**src/rtl/sky_xu_pkg.sv**
```systemverilog
// Shared XU decode definitions: opcodes, instruction field positions and the
// decoded control payload.
package sky_xu_pkg;

   localparam int unsigned REG_AW  = 4;
   localparam int unsigned ALU_W   = 4;
   localparam int unsigned OPC_W   = 4;
   localparam int unsigned IMM_W   = 12;
   localparam int unsigned INSTR_W = 32;

   localparam int unsigned OPC_LO = 28;
   localparam int unsigned RS1_LO = 24;
   localparam int unsigned RS2_LO = 20;
   localparam int unsigned RD_LO  = 16;
   localparam int unsigned FN_LO  = 12;
   localparam int unsigned IMM_LO = 0;

   localparam logic [OPC_W-1:0] OP_RTYPE  = 4'd0;
   localparam logic [OPC_W-1:0] OP_ITYPE  = 4'd1;
   localparam logic [OPC_W-1:0] OP_LOAD   = 4'd2;
   localparam logic [OPC_W-1:0] OP_STORE  = 4'd3;
   localparam logic [OPC_W-1:0] OP_BRANCH = 4'd4;

   typedef struct packed {
      logic [ALU_W-1:0] alu_op;
      logic             mem_read;
      logic             mem_write;
      logic             reg_write;
      logic             is_branch;
      logic             illegal;
      logic             use_imm;
      logic             uses_rs2;
   } decode_ctrl_t;

   // Opcode to control mapping; unknown opcodes raise only illegal.
   function automatic decode_ctrl_t decode_op(input logic [OPC_W-1:0] opc,
                                              input logic [ALU_W-1:0] funct);
      decode_ctrl_t c;
      c = '0;
      case (opc)
         OP_RTYPE:  begin c.alu_op = funct; c.reg_write = 1'b1; c.uses_rs2 = 1'b1; end
         OP_ITYPE:  begin c.alu_op = funct; c.reg_write = 1'b1; c.use_imm = 1'b1; end
         OP_LOAD:   begin c.mem_read = 1'b1; c.reg_write = 1'b1; c.use_imm = 1'b1; end
         OP_STORE:  begin c.mem_write = 1'b1; c.use_imm = 1'b1; c.uses_rs2 = 1'b1; end
         OP_BRANCH: begin c.alu_op = funct; c.is_branch = 1'b1; c.uses_rs2 = 1'b1; end
         default:   c.illegal = 1'b1;
      endcase
      return c;
   endfunction

endpackage

```
**src/rtl/sky_decode_fwd_mux.sv**
```systemverilog
// Priority operand forward select for one source register: EX > MEM > WB > RF.
module sky_decode_fwd_mux
   import sky_xu_pkg::*;
#(
   parameter int unsigned XLEN = 32
) (
   input  logic [REG_AW-1:0] src_i,
   input  logic [XLEN-1:0]   rf_data_i,
   input  logic              ex_fwd_i,
   input  logic [REG_AW-1:0] ex_rd_i,
   input  logic [XLEN-1:0]   ex_data_i,
   input  logic              mem_we_i,
   input  logic [REG_AW-1:0] mem_rd_i,
   input  logic [XLEN-1:0]   mem_data_i,
   input  logic              wb_we_i,
   input  logic [REG_AW-1:0] wb_rd_i,
   input  logic [XLEN-1:0]   wb_data_i,
   output logic [XLEN-1:0]   data_o
);

   // r0 is hardwired in the register file and never takes a forward.
   always_comb begin
      data_o = rf_data_i;
      if (src_i != '0) begin
         if (ex_fwd_i && (ex_rd_i == src_i))        data_o = ex_data_i;
         else if (mem_we_i && (mem_rd_i == src_i))  data_o = mem_data_i;
         else if (wb_we_i && (wb_rd_i == src_i))    data_o = wb_data_i;
      end
   end

endmodule

```
**src/rtl/sky_decode_stage_hs.sv**
```systemverilog
// Handshaked XU decode stage: decode, register read with forwarding,
// load-use bubble insertion, flush and a saturating hazard stall counter.
module sky_decode_stage_hs
   import sky_xu_pkg::*;
#(
   parameter int unsigned XLEN  = 32,
   parameter int unsigned CNT_W = 16
) (
   input  logic               clk,
   input  logic               reset,
   input  logic               flush,
   input  logic               in_valid,
   output logic               in_ready,
   input  logic [XLEN-1:0]    pc_in,
   input  logic [INSTR_W-1:0] instruction,
   output logic [REG_AW-1:0]  rf_read_addr1,
   output logic [REG_AW-1:0]  rf_read_addr2,
   input  logic [XLEN-1:0]    rf_read_data1,
   input  logic [XLEN-1:0]    rf_read_data2,
   input  logic               ex_reg_write,
   input  logic               ex_mem_read,
   input  logic [REG_AW-1:0]  ex_rd_addr,
   input  logic [XLEN-1:0]    ex_result,
   input  logic               mem_reg_write,
   input  logic [REG_AW-1:0]  mem_rd_addr,
   input  logic [XLEN-1:0]    mem_result,
   input  logic               wb_reg_write,
   input  logic [REG_AW-1:0]  wb_write_addr,
   input  logic [XLEN-1:0]    wb_write_data,
   output logic               out_valid,
   input  logic               out_ready,
   output logic [XLEN-1:0]    pc_out,
   output logic [XLEN-1:0]    operand_a,
   output logic [XLEN-1:0]    operand_b,
   output logic [XLEN-1:0]    store_data,
   output logic [XLEN-1:0]    branch_offset,
   output logic [REG_AW-1:0]  rd_addr,
   output logic [ALU_W-1:0]   alu_op,
   output logic               mem_read,
   output logic               mem_write,
   output logic               reg_write,
   output logic               is_branch,
   output logic               illegal,
   output logic [CNT_W-1:0]   stall_count
);

   logic [OPC_W-1:0]  opc;
   logic [REG_AW-1:0] rs1, rs2, rd;
   logic [ALU_W-1:0]  funct;
   logic [IMM_W-1:0]  imm;
   logic [XLEN-1:0]   imm_sext;
   decode_ctrl_t      dec;
   logic [XLEN-1:0]   fwd_a, fwd_b, fwd_sd;
   logic              ex_fwd, hazard, advance, accept;

   assign opc      = instruction[OPC_LO +: OPC_W];
   assign rs1      = instruction[RS1_LO +: REG_AW];
   assign rs2      = instruction[RS2_LO +: REG_AW];
   assign rd       = instruction[RD_LO  +: REG_AW];
   assign funct    = instruction[FN_LO  +: ALU_W];
   assign imm      = instruction[IMM_LO +: IMM_W];
   assign imm_sext = {{(XLEN-IMM_W){imm[IMM_W-1]}}, imm};
   assign dec      = decode_op(opc, funct);

   assign rf_read_addr1 = rs1;
   assign rf_read_addr2 = rs2;

   // A load in EX has no data yet: it is a hazard, never a forward source.
   assign ex_fwd  = ex_reg_write && !ex_mem_read;
   assign hazard  = in_valid && ex_mem_read && (ex_rd_addr != '0) &&
                    ((ex_rd_addr == rs1) || (dec.uses_rs2 && (ex_rd_addr == rs2)));
   assign advance  = !out_valid || out_ready;
   assign in_ready = advance && !hazard && !flush;
   assign accept   = in_valid && !hazard;

   sky_decode_fwd_mux #(.XLEN(XLEN)) u_fwd_a (
      .src_i(rs1), .rf_data_i(rf_read_data1),
      .ex_fwd_i(ex_fwd), .ex_rd_i(ex_rd_addr), .ex_data_i(ex_result),
      .mem_we_i(mem_reg_write), .mem_rd_i(mem_rd_addr), .mem_data_i(mem_result),
      .wb_we_i(wb_reg_write), .wb_rd_i(wb_write_addr), .wb_data_i(wb_write_data),
      .data_o(fwd_a));

   sky_decode_fwd_mux #(.XLEN(XLEN)) u_fwd_b (
      .src_i(rs2), .rf_data_i(rf_read_data2),
      .ex_fwd_i(ex_fwd), .ex_rd_i(ex_rd_addr), .ex_data_i(ex_result),
      .mem_we_i(mem_reg_write), .mem_rd_i(mem_rd_addr), .mem_data_i(mem_result),
      .wb_we_i(wb_reg_write), .wb_rd_i(wb_write_addr), .wb_data_i(wb_write_data),
      .data_o(fwd_b));

   sky_decode_fwd_mux #(.XLEN(XLEN)) u_fwd_sd (
      .src_i(rs2), .rf_data_i(rf_read_data2),
      .ex_fwd_i(ex_fwd), .ex_rd_i(ex_rd_addr), .ex_data_i(ex_result),
      .mem_we_i(mem_reg_write), .mem_rd_i(mem_rd_addr), .mem_data_i(mem_result),
      .wb_we_i(wb_reg_write), .wb_rd_i(wb_write_addr), .wb_data_i(wb_write_data),
      .data_o(fwd_sd));

   logic              valid_d, valid_q;
   logic [XLEN-1:0]   pc_d, pc_q, opa_d, opa_q, opb_d, opb_q, sd_d, sd_q, boff_d, boff_q;
   logic [REG_AW-1:0] rd_d, rd_q;
   logic [ALU_W-1:0]  alu_d, alu_q;
   logic              mrd_d, mrd_q, mwr_d, mwr_q, rwr_d, rwr_q, br_d, br_q, ill_d, ill_q;
   logic [CNT_W-1:0]  stall_d, stall_q;

   // Next state: flush wins, then advance captures or bubbles, else hold.
   always_comb begin
      valid_d = valid_q;
      pc_d    = pc_q;
      opa_d   = opa_q;
      opb_d   = opb_q;
      sd_d    = sd_q;
      boff_d  = boff_q;
      rd_d    = rd_q;
      alu_d   = alu_q;
      mrd_d   = mrd_q;
      mwr_d   = mwr_q;
      rwr_d   = rwr_q;
      br_d    = br_q;
      ill_d   = ill_q;
      stall_d = (hazard && (stall_q != '1)) ? stall_q + CNT_W'(1) : stall_q;
      if (flush) begin
         valid_d = 1'b0;
      end else if (advance) begin
         valid_d = accept;
         if (accept) begin
            pc_d   = pc_in;
            opa_d  = fwd_a;
            opb_d  = dec.use_imm ? imm_sext : fwd_b;
            sd_d   = fwd_sd;
            boff_d = imm_sext;
            rd_d   = rd;
            alu_d  = dec.alu_op;
            mrd_d  = dec.mem_read;
            mwr_d  = dec.mem_write;
            rwr_d  = dec.reg_write;
            br_d   = dec.is_branch;
            ill_d  = dec.illegal;
         end else begin
            mrd_d = 1'b0;
            mwr_d = 1'b0;
            rwr_d = 1'b0;
            br_d  = 1'b0;
            ill_d = 1'b0;
         end
      end
   end

   always_ff @(posedge clk or posedge reset) begin
      if (reset) begin
         valid_q <= 1'b0;
         pc_q    <= '0;
         opa_q   <= '0;
         opb_q   <= '0;
         sd_q    <= '0;
         boff_q  <= '0;
         rd_q    <= '0;
         alu_q   <= '0;
         mrd_q   <= 1'b0;
         mwr_q   <= 1'b0;
         rwr_q   <= 1'b0;
         br_q    <= 1'b0;
         ill_q   <= 1'b0;
         stall_q <= '0;
      end else begin
         valid_q <= valid_d;
         pc_q    <= pc_d;
         opa_q   <= opa_d;
         opb_q   <= opb_d;
         sd_q    <= sd_d;
         boff_q  <= boff_d;
         rd_q    <= rd_d;
         alu_q   <= alu_d;
         mrd_q   <= mrd_d;
         mwr_q   <= mwr_d;
         rwr_q   <= rwr_d;
         br_q    <= br_d;
         ill_q   <= ill_d;
         stall_q <= stall_d;
      end
   end

   assign out_valid     = valid_q;
   assign pc_out        = pc_q;
   assign operand_a     = opa_q;
   assign operand_b     = opb_q;
   assign store_data    = sd_q;
   assign branch_offset = boff_q;
   assign rd_addr       = rd_q;
   assign alu_op        = alu_q;
   assign mem_read      = mrd_q;
   assign mem_write     = mwr_q;
   assign reg_write     = rwr_q;
   assign is_branch     = br_q;
   assign illegal       = ill_q;
   assign stall_count   = stall_q;

endmodule
```
**config.mk**
```make
export PLATFORM = sky130hd
export DESIGN_NAME = sky_decode_stage_hs
export DESIGN_NICKNAME = d
export VERILOG_FILES = /design/src/rtl/sky_xu_pkg.sv /design/src/rtl/sky_decode_fwd_mux.sv /design/src/rtl/sky_decode_stage_hs.sv
export SDC_FILE = /design/constraint.sdc
export NUM_CORES = 1
export LEC_CHECK = 0
export CORE_AREA = 5 5 170 172
export DETAILED_ROUTE_END_ITERATION = 16
export DIE_AREA = 0 0 175 177
export PLACE_DENSITY_LB_ADDON = 0.05
export SKIP_LAST_GASP = 1
export SYNTH_ARGS = -nofsm -noshare
export SYNTH_HDL_FRONTEND = slang
export SYNTH_SLANG_ARGS = --single-unit
export TNS_END_PERCENT = 5
```
**constraint.sdc**
```tcl
create_clock -name clk -period 16.9 [get_ports clk]
set_input_delay 2.535 -clock clk [delete_from_list [all_inputs] [get_ports clk]]
set_output_delay 2.535 -clock clk [all_outputs]
set_load 0.01 [all_outputs]
```
==> impl_metrics.json <==
{
  "status": "finished, final reports clean",
  "maxCapViolCount": 0,
  "ys_seq_area_share_pct": 42.4,
  "ys_types": 43,
  "synth_top_flop_cell": "dfrtp_1",
  "cpLargestDelayFamily": "buffers and inverters",
  "nFillCells": 2493,
  "drt-pass1-iter-count": 5,
  "dieArea_um2": 31000,
  "syn_area_per_cell_um2": 8.40,
  "grt_overflow": 0,
  "port_buffers": 443,
  "cts-buffers-inserted": 17,
  "grt_pass1_vias": 10900,
  "worst_ir_drop_vdd_uv": 50.9,
  "period_share_pct": 45.2,
  "clock_sinks": 170,
  "path_common_cell": "clkdlybuf4s50_1",
  "clkSlewWorstSetupHoldPaths_ns": 0.07,
  "num_vias": 11200,
  "synthAdderAreaFrac_pct": 0.125,
  "p_leak_nw": 5.94,
  "crit_slowest_cell": "clkdlybuf4s50_1",
  "critical_path_arrival_ns": 5.10,
  "grt_pass1_wl_mm": 67.4,
  "critical_path.cell_chain": "clkdlybuf4s50_1 -> xnor2_1 -> nand4_1 -> o31a_1 -> or2_1 -> nor2b_1 -> clkdlybuf4s50_1",
  "synth_edf_count": 0,
  "crit_path_max_incr_delay_ns": 0.65,
  "grt_antenna_before_repair": 9,
  "finClkSkew_ns": 0.0121,
  "wirelength_mm": 45.4,
  "required_ns": 14.37,
  "ant_nets": 0,
  "synth_xor_area_share_pct": 3.23,
  "synth_fp_nets": 1439,
  "drive_gt1_share_pct": 4.85,
  "cts_buffer_depth": 2,
  "ios": 444,
  "async_flop_share_pct": 100,
  "routedWlPerCell_um": 24.0,
  "place_congestion": 0.880,
  "fin_crit_ns": 7.64,
  "final_cell_mix": "clkdlybuf4s50_1 (442), nand2_1 (336), dfrtp_1 (170), a31oi_1 (53), nor2_1 (49)",
  "cts_resized": 0,
  "path_class": "in -> out",
  "cts_root_buf": "clkbuf_16",
  "nNetsFinal": 1778,
  "synth_warnings": 0,
  "worstSetupStartpointType": "input pin",
  "synth_top_family_by_area": "compound AO/OA/AOI/OAI gates",
  "hpwl_mm": 31.5,
  "path_buf_inv": 2,
  "coreArea_um2": 27300,
  "rsz0062_at_grt": "no",
  "synth_area_leaders": "dfrtp_1 (42%), nand2_1 (13%), a31oi_1 (3.3%), o221ai_1 (2.9%), a221oi_1 (2.8%)",
  "finish.utilization_pct": 55.1,
  "area_delta_synth_final_pct": 50.2,
  "hold_buffers": 0,
  "setup_viol": 0,
  "crit_path_end_kind": "primary output",
  "cts_setup_buffers": 0,
  "via_per_inst": 5.92,
  "grt_start_max_net_pins": 132,
  "yosysTopAreaCell": "dfrtp_1",
  "worstPathMaxFanout": 6,
  "synth_cells": 1193,
  "synthMuxAreaShare_pct": 0.225,
  "clock_latency_ns": 0.44,
  "tightest_slew_ns": 1.15,
  "final_max_slew_viol_count": 0,
  "synth_seq_cells": 170,
  "yosysTopAreaCellShare_pct": 42.4,
  "syn_area_um2": 10000,
  "dr.first_iter.drc_count": 1063,
  "synth_simple_gate_area_share_pct": 21.3,
  "min_path_type": "reg -> reg",
  "core.rowCount": 61,
  "h-tree-depth": 4,
  "pwr_density_cell_nw_per_um2": 93.1,
  "grtUsageTotal_pct": 28.0,
  "drcViolationCount": 0,
  "die_h_um": 177,
  "hold_viol": 0,
  "final_common_cell": "clkdlybuf4s50_1",
  "max_slew_margin_pct": 23.4,
  "tns_ns": 0,
  "cts_tree": "built",
  "die_w_um": 175,
  "start_util_pct": 36.7,
  "synth_compound_area_share_pct": 25.9,
  "max_freq_mhz": 131
}
-- registers in the layout, summed over array words and instances (netlist names), 4 cells and up --
register and flops:
alu_op 4, branch_offset 12, operand_a 32, operand_b 32
pc_out 32, rd_addr 4, stall_count 16, store_data 32
-- area by class of cell --
type / instances / area [µm²] / area share (%)
multi-input cells: 882 / 5190 / 34.5
flip-flops and latches: 170 / 4250 / 28.2
diodes: 4 / 10.0 / 0.0665
clock inverters: 14 / 170 / 1.13
inverters: 2 / 15.0 / 0.0997
well taps: 346 / 433 / 2.87
clock buffers: 18 / 439 / 2.92
repair buffers: 459 / 4550 / 30.2
-- kinds of logic after synthesis --
| kind of cell | count (synthesis) |
|---|---|
| AO/OA/AOI/OAI | 341 |
| AND/OR/NAND/NOR | 501 |
| buffers and inverters | 141 |
| XOR/XNOR | 37 |
| multiplexers | 2 |
| adder cells (fa/ha/maj) | 1 |
| flip-flops | 170 |
-- cell usage after synthesis (21+ instances only) --
| cell | count |
|---|---|
| o21ai_0 | 44 |
| dfrtp_1 | 170 |
| a22o_1 | 21 |
| xnor2_1 | 31 |
| clkbuf_1 | 72 |
| nand4_1 | 41 |
| a31oi_1 | 53 |
| nand2_1 | 338 |
| buf_2 | 38 |
| a311oi_1 | 32 |
| nor3_1 | 35 |
| a211oi_1 | 33 |
| buf_4 | 29 |
| nor2_1 | 51 |
| o31ai_1 | 33 |
| o221ai_1 | 33 |
| a221oi_1 | 32 |
| o22a_1 | 32 |
-- routing by layer --
| metal | GRT usage (%) | vias up | part of all wire (%) |
|---|---|---|---|
| met1 | 36.7 | 5430 | 40 |
| met2 | 45.7 | 624 | 48 |
| met5 | 0 | - | 0.16 |
| met4 | 9.82 | 12 | 2.6 |
| met3 | 6.60 | 76 | 9.2 |
| li1 | - | 5081 | - |
-- final timing paths --
check | start | to | slack [ns] | depth (start not counted)
worst max register to register | out_valid | operand_b[14] | 13.83 | 8
worst min-delay path | pc_out[11] | pc_out[11] | 0.47 | 2
worst min register to register | pc_out[11] | pc_out[11] | 0.47 | 2
worst max-delay path | instruction[20] | in_ready | 9.26 | 7
min in group asynchronous | reset | pc_out[22] | 2.70 | 2
max in group asynchronous | reset | operand_a[19] | 13.04 | 3
-- tightest hold or removal path, cell delays in order, from the launching register on --
cell and delay [ns]:
dfrtp_1 0.34, nand2_1 0.05, nand2_1 0.05
-- where the power goes --
| group | internal (W) | leakage, nW | switching [W] |
|---|---|---|---|
| sequential | 0.000473 | 2.09 | 0.0000452 |
| clock | 0.000218 | 0.298 | 0.000204 |
| combinational | 0.000247 | 3.55 | 0.000215 |
-- stage by stage --
step	setup slack (ns)	hold slack, ns	instances	area [µm²]	power [W]
finish	9.26	0.474	1895	15100	0.00140
floorplan	9.76	0.511	1193	10000	0.000712
global placement	9.29	0.456	1859	14400	0.000984
detailed placement	9.26	0.462	1859	14400	0.000988
CTS	9.25	0.479	1891	15100	0.00141
global route	9.16	0.494	1894	15100	0.00147
Note: power is estimated with default switching activity, not from simulation.
